$ cat src/rtl/alu_pkg.sv
// rtl/alu_pkg.sv - shared opcodes, FSM states and header size for the ALU packet engine
package alu_pkg;

  typedef enum logic [7:0] {
    OP_ECHO = 8'hEC,
    OP_ADD  = 8'hA0
  } opcode_e;

  typedef enum logic [2:0] {
    S_OPC,
    S_RSVD,
    S_LEN_LO,
    S_LEN_HI,
    S_ECHO,
    S_ADD,
    S_SEND,
    S_DRAIN
  } state_e;

  localparam logic [15:0] HDR_BYTES = 16'd4;

endpackage

$ cat src/rtl/axis_skid_reg.sv
// rtl/axis_skid_reg.sv - 1-entry AXI-stream register stage
module axis_skid_reg #(
  parameter int W = 8
) (
  input  logic         clk,
  input  logic         rst,
  input  logic [W-1:0] in_tdata,
  input  logic         in_tvalid,
  output logic         in_tready,
  output logic [W-1:0] out_tdata,
  output logic         out_tvalid,
  input  logic         out_tready
);

  logic [W-1:0] data_q, data_d;
  logic         valid_q, valid_d;

  assign in_tready  = !valid_q || out_tready;
  assign out_tdata  = data_q;
  assign out_tvalid = valid_q;

  always_comb begin
    valid_d = valid_q;
    data_d  = data_q;
    if (in_tready) begin
      valid_d = in_tvalid;
      if (in_tvalid) data_d = in_tdata;
    end
  end

  always_ff @(posedge clk) begin
    if (rst) begin
      valid_q <= 1'b0;
      data_q  <= '0;
    end else begin
      valid_q <= valid_d;
      data_q  <= data_d;
    end
  end

endmodule

$ cat src/rtl/alu_packet_engine.sv
// rtl/alu_packet_engine.sv - UART ALU link responder: parses ECHO/ADD packets, streams replies
module alu_packet_engine
  import alu_pkg::*;
#(
  parameter int DATA_WIDTH_P = 8,
  parameter int ACC_WIDTH_P  = 32
) (
  input  logic                    clk,
  input  logic                    rst,
  input  logic [DATA_WIDTH_P-1:0] rx_tdata_i,
  input  logic                    rx_tvalid_i,
  output logic                    rx_tready_o,
  output logic [DATA_WIDTH_P-1:0] tx_tdata_o,
  output logic                    tx_tvalid_o,
  input  logic                    tx_tready_i,
  output logic                    busy_o,
  output logic                    err_o
);

  localparam int         NB     = ACC_WIDTH_P / 8;
  localparam logic [7:0] NB_B   = 8'(NB);
  localparam logic [7:0] LAST_K = 8'(NB - 1);

  state_e                  state_q, state_d;
  logic [7:0]              opc_q, opc_d;
  logic [7:0]              len_lo_q, len_lo_d;
  logic [15:0]             rem_q, rem_d;
  logic [ACC_WIDTH_P-1:0]  acc_q, acc_d;
  logic [ACC_WIDTH_P-1:0]  word_q, word_d;
  logic [7:0]              k_q, k_d;
  logic [7:0]              send_cnt_q, send_cnt_d;
  logic                    err_q, err_d;

  logic                    ready_int;
  logic                    rx_fire, tx_fire;
  logic                    skid_in_valid, skid_in_ready;
  logic [DATA_WIDTH_P-1:0] skid_in_data;
  logic [15:0]             len_w;
  logic [ACC_WIDTH_P-1:0]  word_next;

  axis_skid_reg #(.W(DATA_WIDTH_P)) u_skid (
    .clk        (clk),
    .rst        (rst),
    .in_tdata   (skid_in_data),
    .in_tvalid  (skid_in_valid),
    .in_tready  (skid_in_ready),
    .out_tdata  (tx_tdata_o),
    .out_tvalid (tx_tvalid_o),
    .out_tready (tx_tready_i)
  );

  always_comb begin
    ready_int = 1'b1;
    case (state_q)
      S_ECHO:  ready_int = skid_in_ready;
      S_SEND:  ready_int = 1'b0;
      default: ready_int = 1'b1;
    endcase
  end

  assign rx_tready_o = !rst && ready_int;
  assign rx_fire     = rx_tvalid_i && rx_tready_o;
  assign tx_fire     = tx_tvalid_o && tx_tready_i;
  assign busy_o      = (state_q != S_OPC);
  assign err_o       = err_q;

  // The skid register is shared: ECHO forwards rx bytes, SEND feeds accumulator bytes LSB first.
  always_comb begin
    skid_in_valid = 1'b0;
    skid_in_data  = rx_tdata_i;
    if (state_q == S_ECHO) begin
      skid_in_valid = rx_tvalid_i;
    end else if (state_q == S_SEND) begin
      skid_in_valid = (send_cnt_q != NB_B);
      skid_in_data  = DATA_WIDTH_P'(acc_q >> {send_cnt_q, 3'b000});
    end
  end

  always_comb begin
    state_d    = state_q;
    opc_d      = opc_q;
    len_lo_d   = len_lo_q;
    rem_d      = rem_q;
    acc_d      = acc_q;
    word_d     = word_q;
    k_d        = k_q;
    send_cnt_d = send_cnt_q;
    err_d      = 1'b0;
    len_w      = {rx_tdata_i, len_lo_q};
    word_next  = word_q | (ACC_WIDTH_P'(rx_tdata_i) << {k_q, 3'b000});

    case (state_q)
      S_OPC: if (rx_fire) begin
        opc_d   = rx_tdata_i;
        state_d = S_RSVD;
      end
      S_RSVD: if (rx_fire) state_d = S_LEN_LO;
      S_LEN_LO: if (rx_fire) begin
        len_lo_d = rx_tdata_i;
        state_d  = S_LEN_HI;
      end
      S_LEN_HI: if (rx_fire) begin
        acc_d      = '0;
        word_d     = '0;
        k_d        = '0;
        send_cnt_d = '0;
        rem_d      = len_w - HDR_BYTES;
        if (len_w < HDR_BYTES) begin
          err_d   = 1'b1;
          state_d = S_OPC;
        end else if (len_w == HDR_BYTES) begin
          if (opc_q == OP_ADD) begin
            state_d = S_SEND;
          end else begin
            err_d   = (opc_q != OP_ECHO);
            state_d = S_OPC;
          end
        end else if (opc_q == OP_ECHO) begin
          state_d = S_ECHO;
        end else if (opc_q == OP_ADD) begin
          state_d = S_ADD;
        end else begin
          err_d   = 1'b1;
          state_d = S_DRAIN;
        end
      end
      S_ECHO, S_DRAIN: if (rx_fire) begin
        rem_d = rem_q - 16'd1;
        if (rem_q == 16'd1) state_d = S_OPC;
      end
      S_ADD: if (rx_fire) begin
        rem_d = rem_q - 16'd1;
        // A short final word is committed zero-extended on the packet's last byte.
        if (k_q == LAST_K || rem_q == 16'd1) begin
          acc_d  = acc_q + word_next;
          word_d = '0;
          k_d    = '0;
        end else begin
          word_d = word_next;
          k_d    = k_q + 8'd1;
        end
        if (rem_q == 16'd1) state_d = S_SEND;
      end
      S_SEND: begin
        if (skid_in_valid && skid_in_ready) send_cnt_d = send_cnt_q + 8'd1;
        if (send_cnt_q == NB_B && tx_fire) begin
          acc_d   = '0;
          state_d = S_OPC;
        end
      end
      default: state_d = S_OPC;
    endcase
  end

  always_ff @(posedge clk) begin
    if (rst) begin
      state_q    <= S_OPC;
      opc_q      <= '0;
      len_lo_q   <= '0;
      rem_q      <= '0;
      acc_q      <= '0;
      word_q     <= '0;
      k_q        <= '0;
      send_cnt_q <= '0;
      err_q      <= 1'b0;
    end else begin
      state_q    <= state_d;
      opc_q      <= opc_d;
      len_lo_q   <= len_lo_d;
      rem_q      <= rem_d;
      acc_q      <= acc_d;
      word_q     <= word_d;
      k_q        <= k_d;
      send_cnt_q <= send_cnt_d;
      err_q      <= err_d;
    end
  end

endmodule
$ cat config.mk
export PLATFORM = sky130hd
export DESIGN_NAME = alu_packet_engine
export DESIGN_NICKNAME = d
export VERILOG_FILES = /design/src/rtl/alu_pkg.sv /design/src/rtl/axis_skid_reg.sv /design/src/rtl/alu_packet_engine.sv
export SDC_FILE = /design/constraint.sdc
export NUM_CORES = 1
export LEC_CHECK = 0
export ABC_AREA = 1
export CAP_MARGIN = 20
export CORE_ASPECT_RATIO = 1.4
export CORE_UTILIZATION = 68
export CTS_CLUSTER_SIZE = 30
export DETAILED_ROUTE_END_ITERATION = 10
export PLACE_DENSITY = 0.88
export SYNTH_ARGS = -nofsm -noshare
export SYNTH_HDL_FRONTEND = slang
export SYNTH_SLANG_ARGS = --single-unit
$ cat constraint.sdc
create_clock -name clk -period 7.3 [get_ports clk]
set_clock_uncertainty 0.15 [all_clocks]
set_input_delay 1.095 -clock clk [delete_from_list [all_inputs] [get_ports clk]]
set_output_delay 1.095 -clock clk [all_outputs]
set_load 0.1 [all_outputs]
After elaboration in Yosys (flattened, before gate mapping)
Index checks and enable logic that the tools add are counted.

Magnitude comparators: 1. Reductions and logical operators: 26. $add $sub $neg: 5. Bitwise logic cells: 3. Mux-type cells: 42. Shifts and indexed selects: 2. Multiply operators: 0. Div/mod/pow operators: 0. Equality and inequality tests: 27.

Operator list (number): 32-bit two-way mux (6); 32-bit one-hot mux with 3 select lines (1); 32-bit one-hot mux with 2 select lines (1); 8-bit two-way mux (6); 3-bit two-way mux (12); 32-bit adder (1); 16-bit two-way mux (2); 32-bit bitwise OR (1); 16-bit one-hot mux with 2 select lines (1); 8-bit one-hot mux with 2 select lines (2); 8-bit by 11-bit << shifter with 32-bit output (1); 32-bit by 11-bit right shift with 8-bit output (1); 3-bit one-hot mux with 7 select lines (1); 2-bit != test, second input constant (9); 8-bit by 1-bit adder with 8-bit output, second input constant (2); 16-bit by 1-bit equality test with 1-bit output, second input constant (1); 16-bit by 3-bit equality test with 1-bit output, second input constant (1); 8-bit equality test, second input constant (2); 16-bit by 3-bit less-than comparator with 1-bit output, second input constant (1); 16-bit by 1-bit subtractor with 16-bit output, second input constant (1); 16-bit by 3-bit subtractor with 16-bit output, second input constant (1); 3-bit equality test, second input constant (4); 3-bit AND reduction (3); 9-bit AND reduction (1); other kinds (21) (44).

RAM bits: 0. Latch bits: 0. Output and inout bits: 12. Word-level logic and storage cells: 117. Bits in read-only memories: 0. Flip-flop bits (word level): 125. Bits of input ports: 12. Memories kept: 0.

Logic depth before layout (Yosys ltp)
Depth in word-level cells: 7. Mapped depth: 18. Gate-level depth less buffers: 18.

Hierarchy
Synthesis repeated with hierarchy kept, for this count alone.

Cells, all modules: 1421. Area total of the unflattened synthesis: 8883.5 um^2.

By module, submodules not included: alu_packet_engine (times used 1, area each 8410.6 um^2, cells each 1364); axis_skid_reg (times used 1, area each 473.0 um^2, cells each 57).

Worst setup path before layout
OpenSTA, ideal clock, no wires.

Path kind: input-to-output. Start: input tx_tready_i. End: output rx_tready_o. Setup slack: 4.087 ns. Stages: 4. Data required time: 6.055 ns. Arrival: 1.968 ns. Path through: inv_1 nand2_1 nor2_1 nor2_4.

Word-level cells in the longest chain between the ends: 3.

RTL lines: start: declaration (RTL line alu_packet_engine.sv:15) `input logic tx_tready_i,`; 1-bit logical OR (RTL line axis_skid_reg.sv:18) `assign in_tready = !valid_q || out_tready;`; 1-bit one-hot mux with 2 select lines (RTL line alu_packet_engine.sv:54) `case (state_q)`; 1-bit logical AND (RTL line alu_packet_engine.sv:61) `assign rx_tready_o = !rst && ready_int;`; end: declaration (RTL line alu_packet_engine.sv:12) `output logic rx_tready_o,`.

Every way passes these cells.

Worst setup path after layout
Start: input rst. End: output rx_tready_o.

Word-level cells in the longest chain between the ends: 2.

RTL lines: start: declaration (RTL line alu_packet_engine.sv:9) `input logic rst,`; 1-bit zero test (RTL line alu_packet_engine.sv:61); 1-bit logical AND (RTL line alu_packet_engine.sv:61).

Every way passes these cells.

==> metrics.txt <==
Root Buffer=clkbuf_16; Syn Inst Count=roughly 1,400; drt pass-1 iters=11; die area=13,400 sq um; Starting Density=70.42%; count of cell types in the netlist=46; sequential share of power=39.4%; crit path DAT=3.45 ns; Initial DRC Count=777; CTS Hold Bufs=0; hold crit path type=reg -> reg; Max VDD drop=132.8 uV; I/O pins=24; share of cells above drive strength 1=4.003%; length in cells of the worst reg-to-reg path=17; number of remaining DRC errors=3; Placement Cell Area=9001 sq um; DP Wirelength=18,220 microns; sequential cell area fraction in the yosys report=28.45%; routed wire length=25,670 microns; first-pass GRT wire length=41,930 microns; total global-route track usage=39.60%; core area=12,490 sq um; Area growth syn-to-layout=9.771%; Clock Power Share=approximately 51%; Clock Sink Count=125; synthesized area=about 8800 sq um; final net count=1,469; largest net degree at the start of global routing=87; worst-case hold path end point=word_q[11]; Synth Flop Type=dfxtp_1; M3 GR Usage=8.325%; GRT overflow=0; FF+latch count, synth=125; HP Start=word_q[11]; sw frac=26.62%; final period utilization=64.38%; Net Sw Power=474.7 uW; via count=around 9,400; Crit Path Max Fanout=38; die width=98.13 microns; vias in the first global route=8,742; R2R Path End=acc_q[23]; RSZ-0062 raised after global routing=no; FF-to-FF setup slack=3.42 ns; GR peak layer=met2; Critical Path End Type=output port; Least-Margin Pin Slew=1.022 ns; pwr/cell area=between 150 and 200 nW/um^2; Hold Path Cell Cnt=2; Syn Nets=between 1,000 and 1,500; Synth async-reset ratio=0%; failing checks=design-rule violations; Post-synth EDFFs=0; met1 Use GR=43.02%; Worst R2R Start=k_q[4]; post-DR wirelength/cell=between 15 and 20 microns; Antenna Nets Post-Route=0; GPL Wtd Cong=1.072; outcome=finished, violations left; cell area after layout=9657 sq um; Die Height=136.6 microns; WP data required=6.05 ns; setup_tns=0 ns; deepest clock path buffer count=2; Post-Syn Area per Cell=6.217 sq um; max cap viols=0; Leak=4.521 nW; FP Rows=48; Vias/cell=about 6; Pins Over Slew Limit=0; Comb pwr share=10.0%; Clock transition at path regs=~0.050 ns; initial antenna violation count=0; CTS tree=yes; Clock Latency Late Sink=about 0.43 ns; met2 usage in global routing=68.23%; CP Class=in -> out; Post-CTS Setup Bufs=0; Slew Limit Headroom=31.62%; final setup fails=0; final hold viol count=0; cts repair resizes=0; Period minus WS final=4.699 ns; Antenna diodes=0; FMAX=between 200 and 250 MHz; port buffer count=23; H-Tree Depth=4; P_int=1.309 mW; Synth warnings=0; CTS buffer count=17; Critical Path Start Type=primary input
worst max-delay path: stages:
cell	delay [ns]
buf_2	0.10
inv_1	0.71
nand2_1	0.21
nor2_4	0.18
clkdlybuf4s50_1	1.15
metal layers:
metal,vias up,part of all wire [%]
li1,4585,-
met1,4261,37
met2,459,48
met3,118,8.3
met4,0,7.1
met5,-,0
power by group through the flow:
stage | Sequential (mW) | Clock [mW] | Combinational, mW
floorplan | 0.733 | 0 | 0.112
global placement | 0.717 | 0 | 0.171
detailed placement | 0.718 | 0 | 0.174
CTS | 0.703 | 0.899 | 0.175
global route | 0.704 | 0.935 | 0.195
finish | 0.703 | 0.901 | 0.179
worst max-delay path by stage:
stage	slack (ns)	endpoint	start
after global placement	2.67	rx_tready_o	rst
after global routing	2.48	rx_tready_o	rst
final	2.60	rx_tready_o	rst
after floorplan	4.09	rx_tready_o	tx_tready_i
after detailed placement	2.63	rx_tready_o	rst
after CTS	2.62	rx_tready_o	rst
synth_stat cells (10+ instances only):
cell type / count / share of area [%]
o21ai_1: 13 / 0.74
nor2_1: 160 / 6.8
xor2_1: 24 / 2.4
o21ai_0: 61 / 3.5
clkbuf_1: 26 / 1.1
buf_2: 10 / 0.57
nand4_1: 10 / 0.71
nand2_1: 415 / 18
o21bai_1: 32 / 2.7
ha_1: 45 / 6.4
nand3b_1: 14 / 1.2
a21oi_1: 118 / 6.7
dfxtp_1: 125 / 28
inv_1: 164 / 7.0
nand3_1: 91 / 5.2
a22oi_1: 24 / 2.0
nor3_1: 17 / 0.97
flip-flops by register name, indices dropped and copies added (netlist names):
register / count
acc_q: 32
err_o: 1
k_q: 8
len_lo_q: 8
opc_q: 8
rem_q: 16
send_cnt_q: 8
state_q: 3
u_skid.out_tdata: 8
u_skid.out_tvalid: 1
word_q: 32
area by class of cell:
cell class	instances	area (sq um)
repair buffers	26	267.8
well taps	150	187.7
clock inverters	12	161.4
multi-input cells	1070	5429
inverters	171	641.9
flip-flops and latches	125	2502
clock buffers	20	466.7
fillers	981	2835
cells in the final DEF (no fill, tap or decap), types with 32 or more instances in the layout:
cell type / instances
a21oi_1: 118
dfxtp_1: 125
ha_1: 45
inv_1: 164
nand2_1: 415
nand3_1: 91
nor2_1: 160
o21ai_0: 61
o21bai_1: 32
per-stage QoR:
stage	instances	hold slack, ns	power (mW)	setup slack, ns	util [%]
3_3_place_gp	1541	0.2982	0.8884	2.674	72.06
4_1_cts	1573	0.3118	1.777	2.621	77.08
2_1_floorplan	1415	0.2801	0.8456	4.087	-
5_1_grt	1574	0.3247	1.833	2.478	77.30
3_5_place_dp	1541	0.3033	0.8917	2.633	72.06
6_report	1574	0.3109	1.784	2.601	77.30
kinds of logic after synthesis:
logic type      after synthesis  synth area share (%)
compound gates              270                 17.71
xor+xnor                     29                 2.887
simple gates                725                 34.33
fa+ha+maj                    46                 6.628
flops                       125                 28.45
buf+inv                     220                 9.999
(Power assumes the default switching activity.)
